==> config.mk <==
export PLATFORM = sky130hd
export DESIGN_NAME = fetch_controller
export DESIGN_NICKNAME = d
export VERILOG_FILES = /design/src/rtl/fetch_ctrl_pkg.sv /design/src/rtl/lat_counter.sv /design/src/rtl/fetch_controller.sv
export SDC_FILE = /design/constraint.sdc
export NUM_CORES = 1
export LEC_CHECK = 0
export CORE_UTILIZATION = 53
export DETAILED_ROUTE_END_ITERATION = 7
export PLACE_DENSITY_LB_ADDON = 0.3
export SKIP_LAST_GASP = 1
export SLEW_MARGIN = 0
export SYNTH_ARGS = -nofsm -noshare
export SYNTH_HDL_FRONTEND = slang
export SYNTH_HIERARCHICAL = 1
export SYNTH_SLANG_ARGS = --single-unit
==> constraint.sdc <==
create_clock -name clock -period 2.7 [get_ports clock]
set_clock_uncertainty 0.2 [all_clocks]
set_input_delay 0.81 -clock clock [delete_from_list [all_inputs] [get_ports clock]]
set_output_delay 0.81 -clock clock [all_outputs]
set_load 0.03 [all_outputs]
==> src/rtl/fetch_ctrl_pkg.sv <==
// Shared types and encodings for the fetch controller and its latency counter.
package fetch_ctrl_pkg;

   typedef enum logic [2:0] {
      StIdle,
      StBootWr,
      StBootGap,
      StFetchAddr,
      StFetchWait,
      StFetchOut,
      StHalt
   } state_e;

   localparam logic [1:0] PhaseIdle  = 2'd0;
   localparam logic [1:0] PhaseBoot  = 2'd1;
   localparam logic [1:0] PhaseFetch = 2'd2;
   localparam logic [1:0] PhaseHalt  = 2'd3;

   localparam int unsigned DefaultWordStep = 4;

   function automatic logic [1:0] phase_of(state_e st);
      logic [1:0] ph;
      case (st)
         StBootWr, StBootGap:                 ph = PhaseBoot;
         StFetchAddr, StFetchWait, StFetchOut: ph = PhaseFetch;
         StHalt:                              ph = PhaseHalt;
         default:                             ph = PhaseIdle;
      endcase
      return ph;
   endfunction

endpackage

==> src/rtl/lat_counter.sv <==
// Loadable down-counter that paces the memory read latency during instruction fetch.
module lat_counter #(
   parameter int unsigned Width = 4
) (
   input  logic             clk_i,
   input  logic             rst_ni,
   input  logic             load_i,
   input  logic [Width-1:0] load_val_i,
   input  logic             dec_i,
   output logic [Width-1:0] count_o
);

   logic [Width-1:0] count_d, count_q;

   always_comb begin
      count_d = count_q;
      if (load_i) begin
         count_d = load_val_i;
      end else if (dec_i && (count_q != '0)) begin
         count_d = count_q - 1'b1;
      end
   end

   always_ff @(posedge clk_i or negedge rst_ni) begin
      if (!rst_ni) begin
         count_q <= '0;
      end else begin
         count_q <= count_d;
      end
   end

   assign count_o = count_q;

endmodule

==> src/rtl/fetch_controller.sv <==
// Boot-loader write sequencer followed by an instruction fetch loop over async-strobed memory.
// Optional boot word limit enabled by defining FETCH_CTRL_BOOT_LIMIT_EN.
module fetch_controller
   import fetch_ctrl_pkg::*;
#(
   parameter logic [31:0] BOOT_BASE      = 32'h0,
   parameter int unsigned WORD_STEP      = DefaultWordStep,
   parameter int unsigned MEM_LAT        = 1,
   parameter int unsigned BOOT_MAX_WORDS = 256
) (
   input  logic        clock,
   input  logic        reset_n,
   input  logic        bootValid,
   input  logic        bootDone,
   output logic        bootReady,
   input  logic [31:0] pcAddress,
   input  logic        fetchStall,
   output logic [31:0] memAddress,
   output logic        memCS_n,
   output logic        memWE_n,
   output logic        memOE_n,
   output logic        enablePC,
   output logic        instrValid,
   output logic [1:0]  phase,
   output logic        bootOverflow
);

   if (MEM_LAT < 1 || MEM_LAT > 15 || BOOT_MAX_WORDS == 0) begin : g_param_err
      $error("fetch_controller: MEM_LAT must be 1..15 and BOOT_MAX_WORDS nonzero");
   end

   state_e      state_d, state_q;
   logic [31:0] boot_addr_d, boot_addr_q;
   logic [31:0] fetch_addr_d, fetch_addr_q;
   logic        done_d, done_q;
   logic        cnt_load, cnt_dec;
   logic [3:0]  cnt;
   logic        limit_hit;

   lat_counter #(
      .Width(4)
   ) u_lat_counter (
      .clk_i     (clock),
      .rst_ni    (reset_n),
      .load_i    (cnt_load),
      .load_val_i(4'(MEM_LAT - 1)),
      .dec_i     (cnt_dec),
      .count_o   (cnt)
   );

`ifdef FETCH_CTRL_BOOT_LIMIT_EN
   logic [31:0] word_cnt_q;
   logic        ovf_q;

   assign limit_hit = (word_cnt_q == 32'(BOOT_MAX_WORDS));

   always_ff @(posedge clock or negedge reset_n) begin
      if (!reset_n) begin
         word_cnt_q <= '0;
         ovf_q      <= 1'b0;
      end else if (state_q == StBootWr && bootValid) begin
         if (limit_hit) begin
            ovf_q <= 1'b1;
         end else begin
            word_cnt_q <= word_cnt_q + 32'd1;
         end
      end
   end

   assign bootOverflow = ovf_q;
`else
   assign limit_hit    = 1'b0;
   assign bootOverflow = 1'b0;
`endif

   always_comb begin
      state_d      = state_q;
      boot_addr_d  = boot_addr_q;
      fetch_addr_d = fetch_addr_q;
      done_d       = done_q;
      cnt_load     = 1'b0;
      cnt_dec      = 1'b0;
      memAddress   = 32'h0;
      memCS_n      = 1'b1;
      memWE_n      = 1'b1;
      memOE_n      = 1'b1;
      enablePC     = 1'b0;
      instrValid   = 1'b0;
      bootReady    = 1'b0;

      case (state_q)
         StIdle: state_d = StBootWr;
         StBootWr: begin
            bootReady  = 1'b1;
            memAddress = boot_addr_q;
            if (bootValid) begin
               if (limit_hit) begin
                  // Word past the limit is dropped without any strobe.
                  state_d = StHalt;
               end else begin
                  memCS_n = 1'b0;
                  memWE_n = 1'b0;
                  done_d  = bootDone;
                  state_d = StBootGap;
               end
            end else if (bootDone) begin
               state_d = StFetchAddr;
            end
         end
         StBootGap: begin
            memAddress  = boot_addr_q;
            boot_addr_d = boot_addr_q + 32'(WORD_STEP);
            done_d      = 1'b0;
            state_d     = (bootDone || done_q) ? StFetchAddr : StBootWr;
         end
         StFetchAddr: begin
            memAddress   = pcAddress;
            memCS_n      = 1'b0;
            memOE_n      = 1'b0;
            fetch_addr_d = pcAddress;
            cnt_load     = 1'b1;
            state_d      = (MEM_LAT <= 1) ? StFetchOut : StFetchWait;
         end
         StFetchWait: begin
            memAddress = fetch_addr_q;
            memCS_n    = 1'b0;
            memOE_n    = 1'b0;
            cnt_dec    = 1'b1;
            if (cnt <= 4'd1) begin
               state_d = StFetchOut;
            end
         end
         StFetchOut: begin
            memAddress = fetch_addr_q;
            memCS_n    = 1'b0;
            memOE_n    = 1'b0;
            instrValid = 1'b1;
            if (!fetchStall) begin
               enablePC = 1'b1;
               state_d  = StFetchAddr;
            end
         end
         StHalt: state_d = StHalt;
         default: state_d = StIdle;
      endcase
   end

   always_ff @(posedge clock or negedge reset_n) begin
      if (!reset_n) begin
         state_q      <= StIdle;
         boot_addr_q  <= BOOT_BASE;
         fetch_addr_q <= 32'h0;
         done_q       <= 1'b0;
      end else begin
         state_q      <= state_d;
         boot_addr_q  <= boot_addr_d;
         fetch_addr_q <= fetch_addr_d;
         done_q       <= done_d;
      end
   end

   assign phase = phase_of(state_q);

endmodule

==> results.env <==
RUN_STATUS='finished, violations left'
FAILED_CHECKS='negative setup slack'
POWER_FRAC_COMB=0.624
CRITICAL_PATH.MAX_STAGE_DELAY_NS=0.46
CLOCKROOTBUFFER='sky130_fd_sc_hd__clkbuf_8'
CLOCK_POWER_SHARE=0.119
GLOBAL_ROUTE.USAGE.MET1=0.376
POWER.TOTAL_uW=6390
MAXCAPVIOLCOUNT=0
RSZ0062_AT_GRT='yes'
POSTLAYOUTSETUPSLACKWORST_NS=-0.0438
VIAS=3678
CP_SLOWEST_CELL='sky130_fd_sc_hd__dfrtp_2'
CRIT_PATH_CELL_TRACE='buf_6 -> buf_12 -> mux2i_1 -> nor2_1 -> a21oi_2 -> o21ai_2 -> buf_6'
YS_TYPES=51
FINAL_MIN_PERIOD_OVER_CLOCK_PERIOD=1.02
POST-PLACE-CELLS=601
PIN_COUNT_OF_THE_BIGGEST_NET_ENTERING_GLOBAL_ROUTING=43
FILLER_CELL_COUNT_IN_THE_FINAL_LAYOUT=536
TIMING.FINAL.SETUP_VIOLATIONS=12
ANTENNA_CELLS=0
ROW_COUNT=31
WORSTPATHMAXFANOUT=7
AREA_GROWTH_PCT=33.4
DIE-WIDTH_UM=90.3
NUM_IO_PINS=78
NETSWITCHINGPOWER_uW=2860
CLOCK_LATENCY_LATE_SINK_NS=0.35
POWER.DENSITY_nW_PER_UM2=1160
CRITPATHLAUNCHTYPE='flop'
SYNTH_AREA_LEADER_CELL='sky130_fd_sc_hd__dfrtp_1'
HP-CLASS='input pin to asynchronous set/reset pin'
MAXIMUM_ACHIEVABLE_FREQUENCY_MHz=364
SYNTH_EDF_COUNT=0
WORST-SLEW-PIN-TRANSITION_NS=0.688
PATH_BUF_INV=3
DETAIL_ROUTE.ITER0.VIOLATIONS=205
ANTENNA_VIOLATIONS_BEFORE_REPAIR=0
PATH_COMMON_CELL='sky130_fd_sc_hd__buf_6'
DIE_HEIGHT_UM=90.3
GLOBALROUTEMET3UTIL=0.0429
PLACEMENT.IO_BUFFERS=76
CTS_BUFFERS=9
USE_MET2=0.433
DETAIL_ROUTE.DRC_VIOLATIONS=0
POWER.SWITCHING_FRACTION=0.448
SLEW_VIOLATIONS=0
ENDPOINT_ARRIVAL_TIME_ON_THE_CRITICAL_PATH_NS=1.73
GRT_USE_TOTAL=0.274
TIMING.REG2REG.WORST_PATH_DEPTH=6
POST-ROUTE-MIN-PERIOD_NS=2.74
GLOBAL_ROUTE_WIRE_LENGTH_BEFORE_REPAIR_UM=17700
POST_SYNTH_MAIN_AREA_CONTRIBUTORS='sky130_fd_sc_hd__dfrtp_1 42%, sky130_fd_sc_hd__mux2_2 9.0%, sky130_fd_sc_hd__mux2i_1 7.3%'
CATEGORY_OF_CELLS_ACCOUNTING_FOR_THE_LARGEST_SHARE_OF_CRITICAL_PATH_DELAY='flip-flops'
FINALHOLDVIOLCOUNT=0
SYNTH_SEQ_AREA_SHARE=0.424
CORE_REGION_AREA_UM2=7410
REQUIRED_NS=1.69
INTPOWER_uW=3530
FINALNETCOUNT=559
TOTALWIRELENGTH_UM=11100
R2R-END='boot_addr_q[29]'
INITIAL_CORE_UTIL=0.557
CRITPATHKIND='flop to output pin'
LAYOUT-DRIVE-GT1-SHARE=0.342
FF2FF_SETUP_SLACK_NS=0.21
POST_SYNTH_INST_COUNT=431
LAYOUT.CELLS.NON_FILLER=623
POST_SYNTH.CELL_AREA_AVG_UM2=9.58
SEQUENTIALPOWERSHARE=0.257
POSTSYNTH.TOPFLOPCELL='sky130_fd_sc_hd__dfrtp_1'
VIASPERCELL=5.90
SYNTH-WARNING-COUNT=6
POSTROUTEANTENNANETS=0
SYNTH_TOP_CELL_AREA_SHARE=0.424
GRT_REMAINING_OVERFLOW=0
DPL.HPWL_UM=6880
SYNTH_ASYNC_SR_FLOP_SHARE=1.00
ENDPOINT_TYPE_OF_THE_WORST_SETUP_PATH='output pin'
CLOCK_TREE_FROM_TRITONCTS='yes'
PLACER_CONGESTION_ESTIMATE=0.828
H-TREE-DEPTH=3
FIRSTDRTPASSITERS=5
GRT_BUSIEST_LAYER='met2'
CTS_NUM_SINKS=70
IR_WORST_VDD_mV=0.720
SYNTH_AREA_UM2=4130
P_LEAK_uW=0.00252
CRIT-REG2REG-LAUNCH='state_q[2]'
GRT_PASS1_VIAS=3585
WL_PER_CELL_UM=17.8
DIE_AREA_UM2=8150
YS_SEQ_ELEMENTS=70
CTS_MAX_PATH_BUFFERS=2
MAX_SLEW_MARGIN=0.541
CTS.REPORTEDPATHS.CLKPINSLEW_NS=0.07
CTS.HOLD.BUFFERS_ADDED=0
==> worst max path at each step <==
stage	from	endpoint	slack, ns	cells past startpoint
after global routing	state_q[1]	memAddress[6]	-0.11	7
after detailed placement	pcAddress[4]	memAddress[4]	-0.18	6
final	state_q[1]	memAddress[5]	-0.04	7
after floorplan	state_q[2]	memAddress[14]	-0.08	6
after global placement	pcAddress[24]	memAddress[24]	-0.18	6
after CTS	state_q[1]	memAddress[5]	-0.04	7
==> cell families (layout without fill, tap and decap cells) <==
logic type | count (synthesis) | count (layout) | share of synthesized area
AOI/OAI and AO/OA | 83 | 83 | 0.110
and+or+nand+nor | 142 | 142 | 0.186
other | 1 | 5 | 0.000908
muxes | 63 | 63 | 0.163
xor gates and xnor gates | 29 | 29 | 0.0615
adders and majority gates | 2 | 2 | 0.00606
buffers and inverters | 41 | 130 | 0.0488
DFF | 70 | 70 | 0.424
==> cells in the mapped netlist, types with 2 or more instances <==
cell,instances
sky130_fd_sc_hd__nand2_1,49
sky130_fd_sc_hd__nor3_1,10
sky130_fd_sc_hd__nand3_1,7
sky130_fd_sc_hd__xnor2_1,9
sky130_fd_sc_hd__buf_2,10
sky130_fd_sc_hd__nor2_1,41
sky130_fd_sc_hd__a22o_1,2
sky130_fd_sc_hd__mux2i_1,30
sky130_fd_sc_hd__inv_1,11
sky130_fd_sc_hd__nor4_2,4
sky130_fd_sc_hd__nor4_1,4
sky130_fd_sc_hd__ha_1,2
sky130_fd_sc_hd__dfrtp_1,70
sky130_fd_sc_hd__a22oi_1,2
sky130_fd_sc_hd__nand4_1,3
sky130_fd_sc_hd__o21ai_0,37
sky130_fd_sc_hd__nor3_2,6
sky130_fd_sc_hd__buf_6,2
sky130_fd_sc_hd__a21oi_1,34
sky130_fd_sc_hd__clkbuf_1,13
sky130_fd_sc_hd__xor2_1,20
sky130_fd_sc_hd__mux2_2,33
sky130_fd_sc_hd__and3_1,4
==> metal layers <==
metal | vias up | part of all wire
met4 | 0 | 0.024
met2 | 140 | 0.47
met1 | 1822 | 0.45
met3 | 25 | 0.052
met5 | - | 0
li1 | 1691 | -
==> flip-flops by register name, indices dropped and copies added (netlist names) <==
register,cells
done_q,1
fetch_addr_q,32
boot_addr_q,30
u_lat_counter/count_o,4
state_q,3
==> power by group through the flow <==
stage	Clock (µW)	Combinational [µW]	Sequential (µW)
final	762	3980	1640
after detailed placement	0	3420	1650
after global routing	823	4210	1680
after global placement	0	3360	1620
after CTS	778	3820	1630
after floorplan	0	2440	1570
==> repair_timing <==
action                                  CTS  global route
endpoints found under the setup margin   36            35
cloned                                    2             1
buffers inserted                          3             1
resized for setup                        83            18
pin swaps                                17            11
==> cell type report <==
class,instances,area [µm²],share of cell area
Timing Repair Buffer,102,1050,0.191
Multi-Input combinational cell,324,2350,0.427
Sequential cell,70,1750,0.318
Tap cell,99,124,0.0225
Clock inverter,4,22.5,0.00409
Clock buffer,11,151,0.0275
Inverter,13,51.3,0.00931
==> per-stage QoR <==
| stage | setup TNS [ns] | cell area [µm²] | worst slack, ns | hold slack, ns | util |
|---|---|---|---|---|---|
| 2_1_floorplan | -0.140 | 4240 | -0.0808 | 0.262 | - |
| 3_3_place_gp | -3.42 | 5050 | -0.176 | 0.284 | 0.682 |
| 3_5_place_dp | -4.12 | 5050 | -0.180 | 0.296 | 0.682 |
| 4_1_cts | -0.0967 | 5420 | -0.0426 | 0.308 | 0.731 |
| 5_1_grt | -2.03 | 5510 | -0.106 | 0.329 | 0.743 |
| 6_report | -0.213 | 5510 | -0.0438 | 0.301 | 0.743 |
==> layout by cell type (no fill, tap or decap), types with 20 or more instances in the layout <==
master                          count
sky130_fd_sc_hd__o21ai_2           27
sky130_fd_sc_hd__a21oi_1           24
sky130_fd_sc_hd__xor2_1            20
sky130_fd_sc_hd__mux2_2            33
sky130_fd_sc_hd__dlygate4sd2_1     32
sky130_fd_sc_hd__buf_6             34
sky130_fd_sc_hd__nor2_1            39
sky130_fd_sc_hd__mux2i_1           30
sky130_fd_sc_hd__dfrtp_1           68
sky130_fd_sc_hd__buf_4             22
sky130_fd_sc_hd__nand2_1           49
No activity file was read; power rests on OpenSTA's default activity.
